File: src/rtl/mux8way_arb_if.sv
// Handshake bundle for mux8way_arb: eight request channels in, one tagged stream out.
interface mux8way_arb_if #(
    parameter int WIDTH = 16
);
    logic [7:0]         in_valid;
    logic [8*WIDTH-1:0] in_data;
    logic [7:0]         in_ready;
    logic               out_valid;
    logic [WIDTH-1:0]   out_data;
    logic [2:0]         out_sel;
    logic               out_ready;

    modport slave (
        input  in_valid,
        input  in_data,
        output in_ready,
        output out_valid,
        output out_data,
        output out_sel,
        input  out_ready
    );

    modport master (
        output in_valid,
        output in_data,
        input  in_ready,
        input  out_valid,
        input  out_data,
        input  out_sel,
        output out_ready
    );
endinterface

File: src/rtl/mux8way_arb.sv
// Eight-to-one round-robin word collector with a registered, source-tagged output.
// Define MUX8ARB_FIXED_PRIORITY_EN for lowest-index-wins arbitration (ptr frozen at 0).
module mux8way_arb #(
    parameter int WIDTH = 16
) (
    input  logic         clk,
    input  logic         reset,
    mux8way_arb_if.slave bus
);

    logic             vld_q, vld_d;
    logic [WIDTH-1:0] data_q, data_d;
    logic [2:0]       sel_q, sel_d;
    logic [2:0]       ptr_q, ptr_d;

    logic             load;
    logic             found;
    logic [2:0]       idx;
    logic [2:0]       gidx;
    logic [7:0]       grant;
    logic [WIDTH-1:0] word;

    // Rotate-priority encode starting at ptr; never looks at in_data.
    always_comb begin
        load  = ~vld_q | bus.out_ready;
        found = 1'b0;
        gidx  = '0;
        idx   = ptr_q;
        for (int k = 0; k < 8; k++) begin
            idx = ptr_q + 3'(k);
            if (!found && bus.in_valid[idx]) begin
                found = 1'b1;
                gidx  = idx;
            end
        end
        grant = '0;
        if (load && found) begin
            grant[gidx] = 1'b1;
        end
    end

    always_comb begin
        word = '0;
        for (int i = 0; i < 8; i++) begin
            if (gidx == 3'(i)) begin
                word = bus.in_data[i*WIDTH +: WIDTH];
            end
        end
    end

    always_comb begin
        vld_d  = vld_q;
        data_d = data_q;
        sel_d  = sel_q;
        ptr_d  = ptr_q;
        if (load && found) begin
            vld_d  = 1'b1;
            data_d = word;
            sel_d  = gidx;
`ifdef MUX8ARB_FIXED_PRIORITY_EN
            ptr_d  = ptr_q;
`else
            ptr_d  = gidx + 3'd1;
`endif
        end else if (load) begin
            vld_d  = 1'b0;
        end
    end

    always_ff @(posedge clk or posedge reset) begin
        if (reset) begin
            vld_q  <= 1'b0;
            data_q <= '0;
            sel_q  <= '0;
            ptr_q  <= '0;
        end else begin
            vld_q  <= vld_d;
            data_q <= data_d;
            sel_q  <= sel_d;
            ptr_q  <= ptr_d;
        end
    end

    assign bus.in_ready  = grant;
    assign bus.out_valid = vld_q;
    assign bus.out_data  = data_q;
    assign bus.out_sel   = sel_q;

endmodule

File: src/flat_wrapper.sv
// flat-port wrapper written by rule: the top's interface ports become plain ports
module mux8way_arb_flat 
#(
    parameter int WIDTH = 16
)
  (clk, reset, bus_in_valid, bus_in_data, bus_in_ready, bus_out_valid, bus_out_data, bus_out_sel, bus_out_ready);
  mux8way_arb_if #(.WIDTH(WIDTH)) bus_i ();
  input  logic clk;
  input  logic reset;
  input wire logic [$bits(bus_i.in_valid)-1:0] bus_in_valid;
  input wire logic [$bits(bus_i.in_data)-1:0] bus_in_data;
  output wire logic [$bits(bus_i.in_ready)-1:0] bus_in_ready;
  output wire logic [$bits(bus_i.out_valid)-1:0] bus_out_valid;
  output wire logic [$bits(bus_i.out_data)-1:0] bus_out_data;
  output wire logic [$bits(bus_i.out_sel)-1:0] bus_out_sel;
  input wire logic [$bits(bus_i.out_ready)-1:0] bus_out_ready;
  assign bus_i.in_valid = bus_in_valid;
  assign bus_i.in_data = bus_in_data;
  assign bus_in_ready = bus_i.in_ready;
  assign bus_out_valid = bus_i.out_valid;
  assign bus_out_data = bus_i.out_data;
  assign bus_out_sel = bus_i.out_sel;
  assign bus_i.out_ready = bus_out_ready;
  mux8way_arb #(.WIDTH(WIDTH)) u_core (.clk(clk), .reset(reset), .bus(bus_i));
endmodule
File: config.mk
export PLATFORM = sky130hd
export DESIGN_NAME = mux8way_arb_flat
export DESIGN_NICKNAME = d
export VERILOG_FILES = /design/src/rtl/mux8way_arb_if.sv /design/src/rtl/mux8way_arb.sv /design/src/flat_wrapper.sv
export SDC_FILE = /design/constraint.sdc
export NUM_CORES = 1
export LEC_CHECK = 0
export CAP_MARGIN = 25
export CORE_ASPECT_RATIO = 0.9
export CORE_MARGIN = 4
export CORE_UTILIZATION = 38
export DETAILED_ROUTE_END_ITERATION = 16
export PLACE_DENSITY = 0.79
export SLEW_MARGIN = 20
export SYNTH_ARGS = -nofsm -noshare
export SYNTH_HDL_FRONTEND = slang
export SYNTH_SLANG_ARGS = --single-unit
File: constraint.sdc
create_clock -name clk -period 5.25 [get_ports clk]
set_input_delay 1.05 -clock clk [delete_from_list [all_inputs] [get_ports clk]]
set_output_delay 1.05 -clock clk [all_outputs]
set_load 0.02 [all_outputs]
* After elaboration in Yosys (flattened, before gate mapping) *
Cells that the tools add are included.

word-level totals
  register bits = 23
  bits of input ports = 139
  output and inout port bits = 28
  word-level logic and storage cells = 94

cells by class
  add/sub/neg operators = 8
  $lt $le $gt $ge = 10
  eq/ne operators = 7
  mux-type cells = 45
  bitwise gates (word level) = 2
  reduce and logical (&&, ||, !) cells = 18

operator list
  operator                                                                              number
  16-bit two-way mux                                                                    8
  3-bit by 4-bit < comparator with 1-bit output (second input constant)                 9
  1-bit binary-select mux with 3-bit select                                             8
  3-bit two-way mux                                                                     8
  1-bit two-way mux                                                                     19
  3-bit adder (second input constant)                                                   4
  3-bit == test (second input constant)                                                 4
  1-bit logical AND                                                                     9
  8-bit two-way mux                                                                     1
  1-bit logical NOT                                                                     7
  3-bit by 1-bit adder with 3-bit output (second input constant)                        2
  3-bit by 2-bit adder with 3-bit output (second input constant)                        2
  3-bit by 2-bit == test with 1-bit output (second input constant)                      2
  1-bit demux with 3-bit select                                                         1
  3-bit by 1-bit == test with 1-bit output (second input constant)                      1
  3-bit by 1-bit greater-or-equal comparator with 1-bit output (second input constant)  1
  3-bit logical NOT                                                                     1
  2-bit nonzero test                                                                    1
  1-bit inverter                                                                        1
  1-bit bitwise OR                                                                      1

* Depth between registers and ports, before layout *
  depth after elaboration = 33
  gate-level depth with buffers = 23
  depth with buffers taken out = 16

* Least setup slack after synthesis *
OpenSTA, ideal clock, no wires.

  path type = register to register
  start point = register u_core.ptr_q[0]
  end point = register u_core.data_q[10] (netlist: u_core.bus.out_data[10])
  library setup time = 82 ps
  arrival time = 4843 ps
  data required time = 5168 ps
  setup slack = 325 ps
  cell stages (with the launch flop) = 22
  buffers on the path = 7
  clock period less this slack = 4925 ps
  path through = dfrtp_1 > buf_6 > inv_1 > buf_1 > ha_1 > buf_6 > mux2_1 > mux4_2 > nor4_1 > a21oi_1 > a32o_1 > buf_6 > inv_2 > o21ai_1 > clkbuf_1 > inv_1 > ha_1 > clkbuf_1 > clkbuf_1 > a21oi_1 > a211o_1 > a31oi_1

on the way
  longest elaborated chain between the ends = 33
  elaborated cells between the ends (all ways) = 70
  classes of those cells = 7 x add/sub; 7 x eq/ne; 40 x mux; 16 x reduce/logical

ends and longest elaborated chain
  what                                                                                             line               source
  start: declaration                                                                               mux8way_arb.sv:14  logic [2:0] ptr_q, ptr_d;
  start signal: assignment                                                                         mux8way_arb.sv:80  ptr_q <= ptr_d;
  parallel branches: the longest is 23 deep, another holds 3-bit by 1-bit adder with 3-bit output  --
  3-bit two-way mux (*)                                                                            mux8way_arb.sv:31  if (!found && bus.in_valid[idx]) begin
  named net u_core.gidx[0]                                                                         mux8way_arb.sv:19  logic [2:0] gidx;
  3-bit logical NOT                                                                                mux8way_arb.sv:45  if (gidx == 3'(i)) begin
  16-bit two-way mux (7 in a row)                                                                  mux8way_arb.sv:45
  16-bit two-way mux (*)                                                                           mux8way_arb.sv:45
  end signal: assignment                                                                           mux8way_arb.sv:78  data_q <= data_d;
  end: declaration                                                                                 mux8way_arb.sv:12  logic [WIDTH-1:0] data_q, data_d;

Mark *: on every way through the listed nets, which the timed path passes. The select of a mux whose other input is x is not followed.
A chain may end at the register's enable or synchronous reset.

* Worst setup path in the final report *
  start point = input port bus_in_valid[5]
  end point = output port bus_in_ready[5]

on the way
  longest elaborated chain between the ends = 29
  elaborated cells between the ends (all ways) = 53
  classes of those cells = 2 x order compare; 35 x mux; 16 x reduce/logical

ends and longest elaborated chain
  what                                                                                                                                                 line                source
  start: declaration                                                                                                                                   flat_wrapper.sv:10  input wire logic [$bits(bus_i.in_valid)-1:0] bus_in_valid;
  1-bit binary-select mux with 3-bit select                                                                                                            mux8way_arb.sv:31
  1-bit two-way mux (implied by the code)                                                                                                              mux8way_arb.sv:31
  1-bit two-way mux                                                                                                                                    mux8way_arb.sv:31
  1-bit logical NOT                                                                                                                                    mux8way_arb.sv:31
  1-bit logical AND                                                                                                                                    mux8way_arb.sv:31
  1-bit two-way mux                                                                                                                                    mux8way_arb.sv:31
  1-bit logical NOT                                                                                                                                    mux8way_arb.sv:31
  1-bit logical AND                                                                                                                                    mux8way_arb.sv:31
  [14 not listed]                                                                                                                                      --
  1-bit logical AND                                                                                                                                    mux8way_arb.sv:31
  3-bit two-way mux (*)                                                                                                                                mux8way_arb.sv:31
  named net u_core.gidx[0]                                                                                                                             mux8way_arb.sv:19
  3-bit by 4-bit < comparator with 1-bit output (implied by the code) or 3-bit by 1-bit greater-or-equal comparator with 1-bit output (tied branches)  mux8way_arb.sv:38   grant[gidx] = 1'b1;
  1-bit logical AND (implied by the code)                                                                                                              mux8way_arb.sv:38
  1-bit two-way mux (implied by the code)                                                                                                              mux8way_arb.sv:38
  1-bit demux with 3-bit select (*)                                                                                                                    --
  8-bit two-way mux (*)                                                                                                                                mux8way_arb.sv:37   if (load && found) begin
  end: declaration                                                                                                                                     flat_wrapper.sv:12  output wire logic [$bits(bus_i.in_ready)-1:0] bus_in_ready;

Mark *: on every way through the listed nets, which the timed path passes. The rest lies on a longest branch. The select of a mux whose other input is x is not followed.

==> flow_metrics.py <==
metrics = {
    "status": {
        "status": "complete, no violations",
    },
    "synth": {
        "seq_area_frac_synth_pct": 17.15,
        "synth-main-ff-cell": "dfrtp_1",
        "synth_cells": 418,
        "ys_types": 60,
        "ys_warn_count": 0,
        "syn_avg_cell_area_um2": 8.028,
        "syn_nets": 562,
        "synth-edff-count": 0,
        "ys_async_sr_fraction_pct": 100.0,
        "synth-seq-cells": 23,
        "syn_area_um2": 3356,
    },
    "drt": {
        "vias_per_cell": 6.157,
        "vias": 4538,
        "drtIter0Drc": 393,
        "post-route-drc-count": 0,
        "wl_um": 15460,
        "drt-wirelength-per-cell_um": 20.98,
        "drtPass1Iterations": 5,
        "antenna_left": 0,
    },
    "setup_path": {
        "start_kind": "input pin",
        "path_cells": "clkdlybuf4s50_1, buf_4, mux2_2, mux4_2, nor4_1, nand3_1, a32o_1, inv_2, nand2_1, nor2_1, dlygate4sd2_1",
        "critical_path_class": "in -> out",
        "required_ns": 4.20,
        "cp_slowest_cell": "mux4_2",
        "cp-end-kind": "output pin",
        "worstPathMaxFanout": 5,
        "cp.arrival_ns": 4.06,
        "path_buf_inv": 4,
        "critPathTopFamily": "buffers and inverters",
        "cp_slowest_stage_delay_ns": 0.52,
    },
    "global_routing": {
        "grt_pass1_vias": 4399,
        "grt_antenna_before_repair": 0,
        "grt-ovfl-total": 0,
        "grt_pass1_wl_um": 23700,
        "grt_max_degree": 28,
        "track_usage_pct": 28.26,
    },
    "timing": {
        "rsz0062_at_grt": "false",
        "worstMarginPinSlew_ns": 0.7391,
        "post-route-min-period_ns": 5.105,
        "slew_viol_final": 0,
        "finalSetupViolCount": 0,
        "fin_crit_sh_pct": 97.24,
        "skew_ns": 0.0009448,
        "clock.fmax_mhz": 195.9,
        "slew_headroom_pct": 50.68,
        "hold_violations": 0,
    },
    "final_layout": {
        "antenna_cells": 0,
        "drive_above_1_share_pct": 17.31,
        "syn_to_final_growth_pct": 65.06,
        "utilization_pct": 64.35,
        "nets": 763,
        "layout_common_cells": "clkdlybuf4s50_1 (158), buf_4 (65), nand2_1 (47)",
        "final_common_cell": "clkdlybuf4s50_1",
    },
    "cts": {
        "post_cts_resize_count": 9,
        "cts_made_buffers": 3,
        "clock_path_buffers": 2,
        "holdBufCountCts": 0,
        "clk_latency_ns": 0.27,
        "cts-root-buf": "clkbuf_8",
        "cts_sinks": 23,
        "post-cts-setup-buffers": 0,
        "path_clk_slew_ns": 0.09,
        "cts_tree": "yes",
        "ctsHtreeMaxLevel": 1,
    },
    "run": {
        "drv_cap": 0,
    },
    "placement": {
        "place.gp.congestion": 0.9751,
        "dpl.hpwl_um": 12360,
        "io_buffers": 166,
    },
    "floorplan": {
        "core_um2": 8608,
        "num_rows": 32,
        "die_height_um": 97.15,
        "ios": 167,
        "start_util_pct": 38.98,
        "dieArea_um2": 10400,
        "die_w_um": 107.1,
    },
    "hold_path": {
        "hold_path_class": "reg -> reg",
    },
}
[routing by layer]
layer  up-vias  track usage (%)  part of all wire, %
met2       249            43.82                   45
met5         -                0                    0
li1       2071                -                    -
met1      2187            40.21                   44
met4         0            6.391                  2.2
met3        31            5.914                  8.8
[registers in the layout, summed over array words and instances (netlist names)]
register / cells
u_core.bus.out_data: 16
u_core.bus.out_sel: 3
u_core.bus.out_valid: 1
u_core.ptr_q: 3
[layout make-up]
type / instances / area (um^2)
Timing Repair Buffer: 232 / 2157
Fill cell: 712 / 3069
Tap cell: 119 / 148.9
Sequential cell: 23 / 575.6
Inverter: 13 / 48.80
Multi-Input combinational cell: 346 / 2564
Clock buffer: 4 / 45.04
[cells in the mapped netlist, types with 2 or more instances]
| library cell | count | share of area [%] |
|---|---|---|
| or4_1 | 2 | 0.45 |
| ha_1 | 5 | 1.9 |
| o21ai_1 | 4 | 0.60 |
| nor4_1 | 4 | 0.75 |
| clkbuf_1 | 21 | 2.3 |
| nand2b_1 | 2 | 0.37 |
| buf_1 | 4 | 0.45 |
| and2_1 | 8 | 1.5 |
| o22ai_1 | 18 | 3.4 |
| a211o_1 | 9 | 2.3 |
| o32ai_1 | 2 | 0.52 |
| nor2b_1 | 3 | 0.56 |
| a22oi_1 | 3 | 0.67 |
| nand4_1 | 9 | 1.7 |
| dfrtp_1 | 23 | 17 |
| o21ai_0 | 29 | 4.3 |
| inv_1 | 10 | 1.1 |
| mux2_2 | 13 | 4.4 |
| nor2_1 | 21 | 2.3 |
| nand2_1 | 47 | 5.3 |
| a21o_1 | 8 | 1.8 |
| buf_2 | 5 | 0.75 |
| o211a_1 | 5 | 1.5 |
| mux4_2 | 15 | 10 |
| nand4b_1 | 2 | 0.52 |
| a31oi_1 | 14 | 2.6 |
| a22o_1 | 10 | 2.6 |
| o32a_1 | 2 | 0.60 |
| o221ai_1 | 4 | 1.0 |
| xnor2_1 | 3 | 0.78 |
| and3_1 | 3 | 0.56 |
| a221o_1 | 7 | 2.1 |
| a211oi_1 | 2 | 0.45 |
| mux2i_1 | 13 | 3.9 |
| o211ai_1 | 2 | 0.45 |
| or3_1 | 8 | 1.5 |
| buf_6 | 5 | 1.7 |
| o21a_1 | 3 | 0.67 |
| a221oi_1 | 17 | 4.4 |
| nand3_1 | 9 | 1.3 |
| clkinv_1 | 2 | 0.22 |
| a21oi_1 | 24 | 3.6 |
[worst min-delay path: cells and delay by family (launching register included)]
| kind | cells | cell delay (ns) |
|---|---|---|
| flip-flops | 1 | 0.36 |
| AND/OR/NAND/NOR | 2 | 0.10 |
[logic make-up (layout without fill, tap and decap cells)]
| group | after synthesis | count (layout) | share of synthesized area, % |
|---|---|---|---|
| compound gates | 172 | 172 | 35.98 |
| simple gates | 122 | 122 | 17.93 |
| buf+inv | 49 | 249 | 6.898 |
| mux | 42 | 42 | 18.64 |
| flops | 23 | 23 | 17.15 |
| fa+ha+maj | 5 | 5 | 1.864 |
| xor+xnor | 5 | 5 | 1.529 |
[worst paths after layout]
path	from	end	slack (ns)	depth (start not counted)
max in group asynchronous	reset	u_core.ptr_q[2]	3.74	3
setup reg to reg	u_core.ptr_q[1]	u_core.bus.out_data[2]	0.37	18
min in group asynchronous	reset	u_core.bus.out_data[1]	1.06	2
hold / removal	u_core.bus.out_sel[0]	u_core.bus.out_sel[0]	0.50	2
hold reg to reg	u_core.bus.out_sel[0]	u_core.bus.out_sel[0]	0.50	2
setup / recovery	bus_in_valid[5]	bus_in_ready[5]	0.14	11
[through the flow]
stage	hold slack [ns]	cell area [um^2]	worst slack [ns]	std cells	TNS (ns)
floorplan	0.5896	3356	0.3251	418	0
global placement	0.4703	5482	-0.02278	732	-0.04527
detailed placement	0.4628	5482	-0.1100	732	-1.019
CTS	0.4952	5517	0.1994	736	0
global route	0.5180	5539	0.002361	737	0
finish	0.4962	5539	0.1450	737	0
Power is not shown: default switching activity piles up to over one toggle a cycle in this logic, so the estimate is an artifact.
